`src/rtl/stream_demux_1to2.sv`:
```
// 1-to-2 packet demultiplexer: one registered output slot per channel, with the route
// locked from the first beat of a packet until its last beat.
module stream_demux_1to2 #(
  parameter int WIDTH = 8
) (
  input  logic             clk,
  input  logic             rst_n,
  input  logic             sel,
  input  logic             s_valid,
  output logic             s_ready,
  input  logic [WIDTH-1:0] s_data,
  input  logic             s_last,
  output logic             out0_valid,
  input  logic             out0_ready,
  output logic [WIDTH-1:0] out0_data,
  output logic             out0_last,
  output logic             out1_valid,
  input  logic             out1_ready,
  output logic [WIDTH-1:0] out1_data,
  output logic             out1_last,
  output logic [7:0]       pkt_cnt0,
  output logic [7:0]       pkt_cnt1
);

  typedef enum logic [1:0] {
    IDLE   = 2'd0,
    ROUTE0 = 2'd1,
    ROUTE1 = 2'd2
  } state_t;

  state_t           r_state;
  state_t           w_state_nxt;
  logic             w_dest;
  logic             w_ready;
  logic             w_acc;
  logic             w_load0;
  logic             w_load1;

  logic             r_vld0_p1;
  logic [WIDTH-1:0] r_data0_p1;
  logic             r_last0_p1;
  logic             r_vld1_p1;
  logic [WIDTH-1:0] r_data1_p1;
  logic             r_last1_p1;
  logic [7:0]       r_cnt0;
  logic [7:0]       r_cnt1;

  // Destination comes from sel only between packets; a mid-packet route is locked.
  always_comb begin
    w_state_nxt = r_state;
    case (r_state)
      ROUTE0:  w_dest = 1'b0;
      ROUTE1:  w_dest = 1'b1;
      default: w_dest = sel;
    endcase
    // Only the destination slot gates acceptance; the other channel drains on its own.
    w_ready = rst_n & (w_dest ? (~r_vld1_p1 | out1_ready)
                              : (~r_vld0_p1 | out0_ready));
    w_acc   = s_valid & w_ready;
    if (w_acc) begin
      if (s_last) w_state_nxt = IDLE;
      else        w_state_nxt = w_dest ? ROUTE1 : ROUTE0;
    end
    w_load0 = w_acc & ~w_dest;
    w_load1 = w_acc &  w_dest;
  end

  always_ff @(posedge clk) begin
    if (!rst_n) r_state <= IDLE;
    else        r_state <= w_state_nxt;
  end

  // Stage p1: per-channel output slots
  always_ff @(posedge clk) begin
    if (!rst_n) begin
      r_vld0_p1  <= 1'b0;
      r_data0_p1 <= '0;
      r_last0_p1 <= 1'b0;
    end else if (w_load0) begin
      r_vld0_p1  <= 1'b1;
      r_data0_p1 <= s_data;
      r_last0_p1 <= s_last;
    end else if (out0_ready) begin
      r_vld0_p1  <= 1'b0;
    end
  end

  always_ff @(posedge clk) begin
    if (!rst_n) begin
      r_vld1_p1  <= 1'b0;
      r_data1_p1 <= '0;
      r_last1_p1 <= 1'b0;
    end else if (w_load1) begin
      r_vld1_p1  <= 1'b1;
      r_data1_p1 <= s_data;
      r_last1_p1 <= s_last;
    end else if (out1_ready) begin
      r_vld1_p1  <= 1'b0;
    end
  end

  always_ff @(posedge clk) begin
    if (!rst_n) begin
      r_cnt0 <= 8'd0;
      r_cnt1 <= 8'd0;
    end else begin
      if (w_load0 && s_last) r_cnt0 <= r_cnt0 + 8'd1;
      if (w_load1 && s_last) r_cnt1 <= r_cnt1 + 8'd1;
    end
  end

  assign s_ready    = w_ready;
  assign out0_valid = r_vld0_p1;
  assign out0_data  = r_data0_p1;
  assign out0_last  = r_last0_p1;
  assign out1_valid = r_vld1_p1;
  assign out1_data  = r_data1_p1;
  assign out1_last  = r_last1_p1;
  assign pkt_cnt0   = r_cnt0;
  assign pkt_cnt1   = r_cnt1;

endmodule

```
`config.mk`:
```
export PLATFORM = sky130hd
export DESIGN_NAME = stream_demux_1to2
export DESIGN_NICKNAME = d
export VERILOG_FILES = /design/src/rtl/stream_demux_1to2.sv
export SDC_FILE = /design/constraint.sdc
export NUM_CORES = 1
export LEC_CHECK = 0
export ABC_AREA = 1
export ABC_CLOCK_PERIOD_IN_PS = 1400
export CAP_MARGIN = 25
export CORE_MARGIN = 5
export CORE_UTILIZATION = 42
export CTS_CLUSTER_SIZE = 24
export DETAILED_ROUTE_END_ITERATION = 10
export GPL_TIMING_DRIVEN = 1
export PLACE_DENSITY = 0.75
export SKIP_LAST_GASP = 1
export SLEW_MARGIN = 20
export SYNTH_ARGS = -nofsm -noshare
export SYNTH_HDL_FRONTEND = slang
export SYNTH_SLANG_ARGS = --single-unit
```
`constraint.sdc`:
```
create_clock -name clk -period 1.4 [get_ports clk]
set_input_delay 0.28 -clock clk [delete_from_list [all_inputs] [get_ports clk]]
set_output_delay 0.28 -clock clk [all_outputs]
set_load 0.005 [all_outputs]
```
Word level (Yosys, flattened, before mapping)
Index checks and enable logic that the tools add are counted.

Output and inout bits: 37. Register bits: 38. Bits of input ports: 15.

Add/sub/neg operators: 2. Mux-type cells: 8. Bitwise operators: 9. Reduce and logical (&&, ||, !) cells: 4. Equal/unequal tests: 2.

Operators with widths (number): $add A8 B1 Y8 const B (2); $mux W1 (5); $and A1 B1 Y1 (4); $mux W2 (2); $reduce_bool A2 Y1 (2); $not A1 Y1 (3); $eq A2 B1 Y1 const B (1); $eq A2 B2 Y1 const B (1); $logic_and A1 B1 Y1 (2); $or A1 B1 Y1 (2); $pmux W1 S2 (1).

Depth between registers and ports, before layout
Gate-level depths: netlist of run 1.

Word-level depth: 7. Depth in mapped cells: 13.

Worst setup path after synthesis of run 1
OpenSTA, ideal clock, no wires.

Kind: register -> register. From: register r_state[0]. To: register r_cnt1[5], in the netlist pkt_cnt1[5]. Slack: -0.193 ns. Clock period less this slack: 1.593 ns. Arrival: 1.480 ns. Stages on the path, launching flop included: 12. Buffers on the path: 1. Library setup time: 0.113 ns. Data required time: 1.287 ns. Cell sequence: dfxtp_1 -> inv_1 -> ha_1 -> nand2_1 -> nand2_4 -> nand2_4 -> nand3_2 -> nor2_4 -> buf_6 -> nand3_1 -> nor2_1 -> nor2_1.

Word-level cells in the longest chain between the ends: 7. Elaborated cells between the ends (all ways): 8.

RTL lines: start: declaration (RTL line 31) `state_t r_state;`; start signal: assignment (RTL line 70) `else r_state <= w_state_nxt;`; $eq A2 B2 Y1 / $eq A2 B1 Y1 (equally long branches) (RTL line 51) `case (r_state)`; $pmux W1 S2 (*) (RTL line 51); $mux W1 (RTL line 57) `w_ready = rst_n & (w_dest ? (~r_vld1_p1 | out1_ready)`; $and A1 B1 Y1 (RTL line 57); $and A1 B1 Y1 (RTL line 59) `w_acc = s_valid & w_ready;`; $and A1 B1 Y1 (*) (RTL line 65) `w_load1 = w_acc & w_dest;`; $logic_and A1 B1 Y1 (*) (RTL line 108) `if (w_load1 && s_last) r_cnt1 <= r_cnt1 + 8'd1;`; end signal: assignment (RTL line 108); end: declaration (RTL line 46) `logic [7:0] r_cnt1;`.

Every way passes the cells marked *; elsewhere a longest branch is shown, timed or not. A chain may end at the register's enable or synchronous reset.

Worst setup path after layout of run 1
From: register r_state[0]. To: register r_data0_p1[5], in the netlist out0_data[5].

Word-level cells in the longest chain between the ends: 6. Elaborated cells between the ends (all ways): 8.

RTL lines: $eq A2 B2 Y1 / $eq A2 B1 Y1 (equally long branches) (RTL line 51); $pmux W1 S2 (*) (RTL line 51); $mux W1 (RTL line 57); $and A1 B1 Y1 (RTL line 57); $and A1 B1 Y1 (RTL line 59); $and A1 B1 Y1 (*) (RTL line 64) `w_load0 = w_acc & ~w_dest;`; end signal: assignment (RTL line 81) `r_data0_p1 <= s_data;`; end: declaration (RTL line 40) `logic [WIDTH-1:0] r_data0_p1;`.

Marked as above.

==> flow_summary_export.csv, run 1 <==
group,metric,value,unit
setup_path,r2r_slack,-0.32,ns
grt,grt_max_degree,24,
detailed_routing,via_count,1911,
detailed_routing,drt_iter0_markers,118,
clock_tree,cts.path.max_buffers,2,
clock_tree,cts.sinks,38,
final_layout,post-route-util,0.738,
grt,grt_first_pass_wirelength,8760,µm
timing,setup_tns,-10.20,ns
setup_path,path_max_fanout,4,
setup_path,path_cells,"inv_2 -> ha_4 -> buf_4 -> nand2_2 -> nand2_4 -> buf_6 -> nand4_4 -> buf_12 -> buf_4 -> nand2_1 -> a21oi_1",
final_layout,multiInputGateArea,0.00107,mm²
final_layout,seq_area,788,µm²
clock_tree,clkTransAtPathRegs,0.07,ns
clock_tree,clock_latency,0.29,ns
timing,worstMarginPinSlew,0.282,ns
clock_tree,root_buffer,"clkbuf_8",
setup_path,required,1.59,ns
final_layout,layout_common_cells,"47 x nand2_1, 42 x nor2_1, 33 x buf_4, 28 x dlygate4sd2_1, 23 x inv_1",
timing,grt_setup_unrepaired,"yes",
timing,relSlewSlack,0.811,
synth,syn_avg_cell_area,7.28,µm²
setup_path,r2r-end,"out0_data[5]$_SDFFE_PN0P_",
final_layout,final_common_cell,"nand2_1",
detailed_routing,avgRoutedWirePerCell,13.5,µm
floorplanning,rows,23,
floorplanning,initial_utilization,0.440,
final_layout,fin_nets,359,
final_layout,nFillCells,322,
detailed_routing,drt_pre_antenna_iters,4,
timing,period_needed,1.72,ns
setup_path,cp.depth,11,
timing,postLayoutSetupSlackWorst,-0.315,ns
setup_path,cp_top_family,"buffers and inverters",
timing,fmax,583,MHz
setup_path,rr_worst_depth,11,
setup_path,start_kind,"flip-flop",
floorplanning,die_width,75.5,µm
outcome,violations,"setup timing",
floorplanning,die_area,0.00569,mm²
timing,worst_clock_skew,0.0106,ns
detailed_routing,highest_layer,"met4",
setup_path,crit_start,"r_state[0]$_SDFFE_PN0N_",
detailed_routing,met2_length,2740,µm
setup_path,crit_path_end_kind,"flip-flop",
clock_tree,cts_made_buffers,5,
detailed_routing,drcViolationCount,0,
pwr,power_leakage,1.51,nW
floorplanning,ios,52,
setup_path,r2r_start,"r_state[0]$_SDFFE_PN0N_",
placed_design,place_hpwl,3480,µm
synth,syn_nets,265,
grt,grt_pass1_vias,1913,
synth,ys_ff_latch,38,
placed_design,place.gp.congestion,0.812,
timing,drv_slew,0,
final_layout,area_growth,67.7,%
grt,antenna_found_initial,0,
setup_path,endpoint,"out0_data[5]$_SDFFE_PN0P_",
clock_tree,cts_max_level,2,
final_layout,insertedDiodeCount,0,
setup_path,path_buf_inv,5,
setup_path,critical_path_arrival,1.90,ns
timing,setup-violations-final,39,
timing,hold_viol,0,
floorplanning,core,0.00409,mm²
min_path,worstHoldPathType,"reg2reg",
grt,grt_overflow,0,
final_layout,drive_gt1_frac,0.354,
clock_tree,cts_tree,"yes",
detailed_routing,wl,5290,µm
placed_design,io_buffer_count,51,
pwr,ir_drop,0.638,mV
setup_path,crit_type,"reg2reg",
setup_path,crit_top_cell,"buf_4",
synth,synth_area,0.00180,mm²
synth,syn_inst,247,
flow_run,drv_cap,0,
clock_tree,holdBufCountCts,0,
detailed_routing,wl_met3,239,µm
detailed_routing,ant_nets,0,
detailed_routing,drt-met1-wl,2210,µm
outcome,status,"finished, violations left",
detailed_routing,viasPerCell,4.88,
synth,ys.warnings.count,0,
floorplanning,die_h,75.5,µm
grt,grt_usage,0.203,
synth,synth.yosys.seq_area_share,0.423,
setup_path,critPathSlowestCell,"dfxtp_2",
setup_path,cpPeakStageDelay,0.34,ns
synth,yosys.cell_types.count,27,
pwr,pwr_density_cell,832,mW/mm²
timing,timing.final.crit_share,1.23,
==> power breakdown <==
group          switching [W]  internal, W  total [W]
Sequential         0.0000204      0.00112    0.00114
Clock               0.000378     0.000533   0.000911
Combinational       0.000238     0.000220   0.000458
Total               0.000636      0.00187    0.00251
==> area by class of cell <==
cell class              instances  area share
clock buffers                   7      0.0253
clock inverters                 1     0.00995
inverters                      29      0.0402
multi-input cells             173       0.355
flip-flops and latches         38       0.261
well taps                      50      0.0207
repair buffers                 93       0.284
repair inverters                1     0.00290
==> kinds of logic (layout without fill, tap and decap cells) <==
family          after synthesis  count (layout)  share of synthesized area
xor+xnor                      1               1                    0.00487
fa+ha+maj                     3               3                     0.0209
compound gates               29              29                     0.0841
buf+inv                      38             131                     0.0911
simple gates                138             140                      0.376
flops                        38              38                      0.423
==> metal layers <==
| metal | GRT usage | vias to the layer above |
|---|---|---|
| li1 | - | 975 |
| met1 | 0.245 | 886 |
| met2 | 0.356 | 41 |
| met3 | 0.0435 | 9 |
| met4 | 0.0699 | 0 |
| met5 | 0 | - |
==> flip-flops by register name (all words and copies together), names as in the netlist <==
signal	count
out0_data	8
out0_last	1
out0_valid	1
out1_data	8
out1_last	1
out1_valid	1
pkt_cnt0	8
pkt_cnt1	8
r_state	2
==> worst min-delay path, stage by stage, from the launching register on <==
cell	delay, ns
dfxtp_1	0.31
nand2_1	0.06
a21oi_1	0.05
==> metrics by stage <==
stage / area [µm²] / power (W) / instances / setup WS (ns) / hold slack (ns)
3_5_place_dp: 2610 / 0.00156 / 367 / -0.546 / 0.455
3_3_place_gp: 2610 / 0.00155 / 367 / -0.485 / 0.451
4_1_cts: 2860 / 0.00248 / 389 / -0.309 / 0.466
5_1_grt: 3020 / 0.00262 / 392 / -0.421 / 0.483
2_1_floorplan: 1870 / 0.00136 / 247 / -0.0849 / 0.423
6_report: 3020 / 0.00251 / 392 / -0.315 / 0.463
==> cell usage after synthesis <==
master   count  area [µm²]
xnor2_1      1        8.76
nor3b_1      1        7.51
nand2_1     55         206
ha_1         3        37.5
o21ai_0     11        55.1
inv_1       25        93.8
nand4_1      8        50.1
dfxtp_1     38         761
nor3b_2      1        12.5
nand3_2      4        40.0
nand4_4      1        21.3
nor2_8       1        20.0
a21oi_2      1        8.76
buf_6        1        11.3
nor2_1      46         173
nand2_2      3        18.8
a21oi_1     16        80.1
nand3_1      7        35.0
nand2_4      4        45.0
nor3_1       5        25.0
buf_4        2        15.0
buf_1        3        11.3
inv_2        3        11.3
o21a_1       1        7.51
buf_2        3        15.0
inv_4        1        6.26
nor2_4       2        22.5
==> what timing repair did <==
action / CTS / global route
pin swaps: 11 / 12
setup buffers: 12 / 3
resized for setup: 64 / 37
cloned: 3 / 0
setup endpoints to repair: 73 / 47
==> how the worst min path moves through the flow <==
stage	from	end	slack [ns]	cells after the start
global placement	out0_data[7]$_SDFFE_PN0P_	out0_data[7]$_SDFFE_PN0P_	0.45	2
floorplan	s_data[0]	out0_data[0]$_SDFFE_PN0P_	0.42	2
finish	out0_last$_SDFFE_PN0P_	out0_last$_SDFFE_PN0P_	0.46	2
global route	out0_data[2]$_SDFFE_PN0P_	out0_data[2]$_SDFFE_PN0P_	0.48	2
CTS	out1_last$_SDFFE_PN0P_	out1_last$_SDFFE_PN0P_	0.47	2
detailed placement	out0_last$_SDFFE_PN0P_	out0_last$_SDFFE_PN0P_	0.45	2
Note: power is estimated with default switching activity, not from simulation.
==> run 2, diff against run 1 <==
--- a/config.mk
+++ b/config.mk
@@ -14,6 +14,8 @@
 export DETAILED_ROUTE_END_ITERATION = 10
 export GPL_TIMING_DRIVEN = 1
 export PLACE_DENSITY = 0.75
+export REMOVE_ABC_BUFFERS = 1
+export SKIP_CTS_REPAIR_TIMING = 1
 export SKIP_LAST_GASP = 1
 export SLEW_MARGIN = 20
 export SYNTH_ARGS = -nofsm -noshare
==> flow_summary_export.csv, run 2 (synthesis results as in run 1) <==
group,metric,value,unit
clock_tree,clkTransAtPathRegs,0.08,ns
final_layout,area_growth,63.2,%
setup_path,required,1.12,ns
setup_path,crit_path_end_kind,"output pin",
pwr,power_leakage,1.74,nW
timing,setup-violations-final,42,
setup_path,r2r_start,"r_state[0]$_SDFFE_PN0N_",
flow_run,drv_cap,0,
outcome,status,"finished, violations left",
grt,grt_usage,0.171,
setup_path,r2r-end,"pkt_cnt1[3]$_SDFFE_PN0P_",
timing,hold_ws,0.462,ns
final_layout,fin_area,0.00294,mm²
placed_design,place_hpwl,3250,µm
floorplanning,rows,23,
timing,period_needed,1.72,ns
clock_tree,cts_max_level,2,
clock_tree,cts_tree,"yes",
setup_path,critPathSlowestCell,"dfxtp_2",
clock_tree,root_buffer,"clkbuf_8",
final_layout,nFillCells,317,
clock_tree,cts_made_buffers,5,
placed_design,place_area,0.00250,mm²
timing,timing.final.crit_share,1.23,
detailed_routing,drt_pre_antenna_iters,4,
timing,postLayoutSetupSlackWorst,-0.317,ns
placed_design,place.gp.congestion,0.756,
grt,grt_overflow,0,
final_layout,fin_nets,347,
setup_path,path_max_fanout,3,
floorplanning,core,0.00409,mm²
setup_path,crit_type,"reg2out",
detailed_routing,wl,5090,µm
final_layout,final_common_cell,"nand2_1",
timing,fmax,582,MHz
placed_design,io_buffer_count,51,
timing,worstMarginPinSlew,0.312,ns
floorplanning,die_area,0.00569,mm²
setup_path,start_kind,"flip-flop",
final_layout,drive_gt1_frac,0.315,
grt,antenna_found_initial,0,
pwr,pwr_density_cell,801,mW/mm²
min_path,worst_hold_startpoint,"out0_data[4]$_SDFFE_PN0P_",
setup_path,critical_path_arrival,1.44,ns
detailed_routing,drt_iter0_markers,122,
detailed_routing,via_count,1887,
pwr,ir_drop,0.685,mV
clock_tree,cts.sinks,38,
min_path,min_path_cells,2,
timing,setup_tns,-8.41,ns
setup_path,crit_top_cell,"nand2_4",
timing,hold_viol,0,
timing,drv_slew,0,
clock_tree,clock_latency,0.29,ns
floorplanning,initial_utilization,0.440,
timing,relSlewSlack,0.790,
timing,grt_setup_unrepaired,"yes",
floorplanning,die_h,75.5,µm
final_layout,fin_cells,380,
final_layout,layout_common_cells,"49 x nand2_1, 44 x nor2_1, 34 x dlymetal6s2s_1, 25 x buf_4, 21 x inv_1",
grt,grt_max_degree,21,
outcome,violations,"setup timing",
setup_path,path_cells,"inv_2 -> ha_4 -> inv_4 -> nand2_4 -> nand2_4 -> nand2_4 -> inv_2 -> nor2_4 -> buf_2",
final_layout,insertedDiodeCount,0,
grt,grt_first_pass_wirelength,7430,µm
detailed_routing,drcViolationCount,0,
setup_path,cpPeakStageDelay,0.33,ns
timing,worst_clock_skew,0.00347,ns
detailed_routing,viasPerCell,4.97,
grt,grt_pass1_vias,1691,
placed_design,dp.cells,363,
min_path,whs_endpoint,"out0_data[4]$_SDFFE_PN0P_",
detailed_routing,ant_nets,0,
setup_path,rr_worst_depth,12,
floorplanning,die_width,75.5,µm
min_path,worstHoldPathType,"reg2reg",
setup_path,r2r_slack,-0.31,ns
floorplanning,ios,52,
detailed_routing,avgRoutedWirePerCell,13.4,µm
clock_tree,cts.path.max_buffers,2,
pwr,total_power,0.00235,W
==> run 2: cell types whose count changed in the layout (fill, tap and decap cells not counted), moves of 3 or more <==
cell            before  now
a21oi_1             10   13
a21oi_2              7    4
dfxtp_2             22   17
dlygate4sd2_1       28    0
buf_4               33   25
dfxtp_1             16   19
dlymetal6s2s_1       8   34
==> run 2: final cells by class <==
cell class,count,area (µm²),share of cell area
Timing Repair Buffer,83,857,0.292
Multi-Input combinational cell,172,1010,0.343
Inverter,29,126,0.0430
Sequential cell,38,790,0.269
Tap cell,50,62.6,0.0213
Clock inverter,2,12.5,0.00426
Clock buffer,6,82.6,0.0281
==> run 2: how the worst max path moves through the flow <==
stage,startpoint,end,depth (start not counted)
floorplan,r_state[0]$_SDFFE_PN0N_,out1_data[0]$_SDFFE_PN0P_,10
global placement,sel,s_ready,6
detailed placement,sel,s_ready,6
global route,r_state[0]$_SDFFE_PN0N_,pkt_cnt1[3]$_SDFFE_PN0P_,12
finish,r_state[0]$_SDFFE_PN0N_,s_ready,9
CTS,r_state[0]$_SDFFE_PN0N_,s_ready,8
==> run 2: stage by stage <==
stage                     setup WS (ns)   util
after floorplan                  -0.387      -
after global placement           -0.490  0.612
after detailed placement         -0.517  0.612
after CTS                        -0.798  0.635
after global routing             -0.442  0.719
final                            -0.317  0.719
==> run 2: critical path: cells and delay by family (launching register included) <==
kind,cells,cell delay (ns)
flip-flops,1,0.33
AND/OR/NAND/NOR,4,0.27
adder cells (fa/ha/maj),1,0.28
buffers and inverters,4,0.23
==> run 2: power breakdown <==
| group | internal (W) | leakage, nW | switching (W) | total (W) |
|---|---|---|---|---|
| sequential | 0.00112 | 0.318 | 0.0000204 | 0.00114 |
| clock | 0.000396 | 0.0472 | 0.000394 | 0.000789 |
| combinational | 0.000208 | 1.38 | 0.000219 | 0.000427 |
==> run 2: layer usage <==
metal	vias up	global-route usage	wire length, µm
met1	880	0.204	2080
met5	-	0	0
li1	947	-	-
met4	0	0.0718	82
met2	53	0.291	2610
met3	7	0.0462	309
==> run 3, diff against run 2 <==
--- a/config.mk
+++ b/config.mk
@@ -6,7 +6,6 @@
 export NUM_CORES = 1
 export LEC_CHECK = 0
 export ABC_AREA = 1
-export ABC_CLOCK_PERIOD_IN_PS = 1400
 export CAP_MARGIN = 25
 export CORE_MARGIN = 5
 export CORE_UTILIZATION = 42
==> results of run 3 <==
The final DEF is identical to that of run 2; final timing and power are the same.
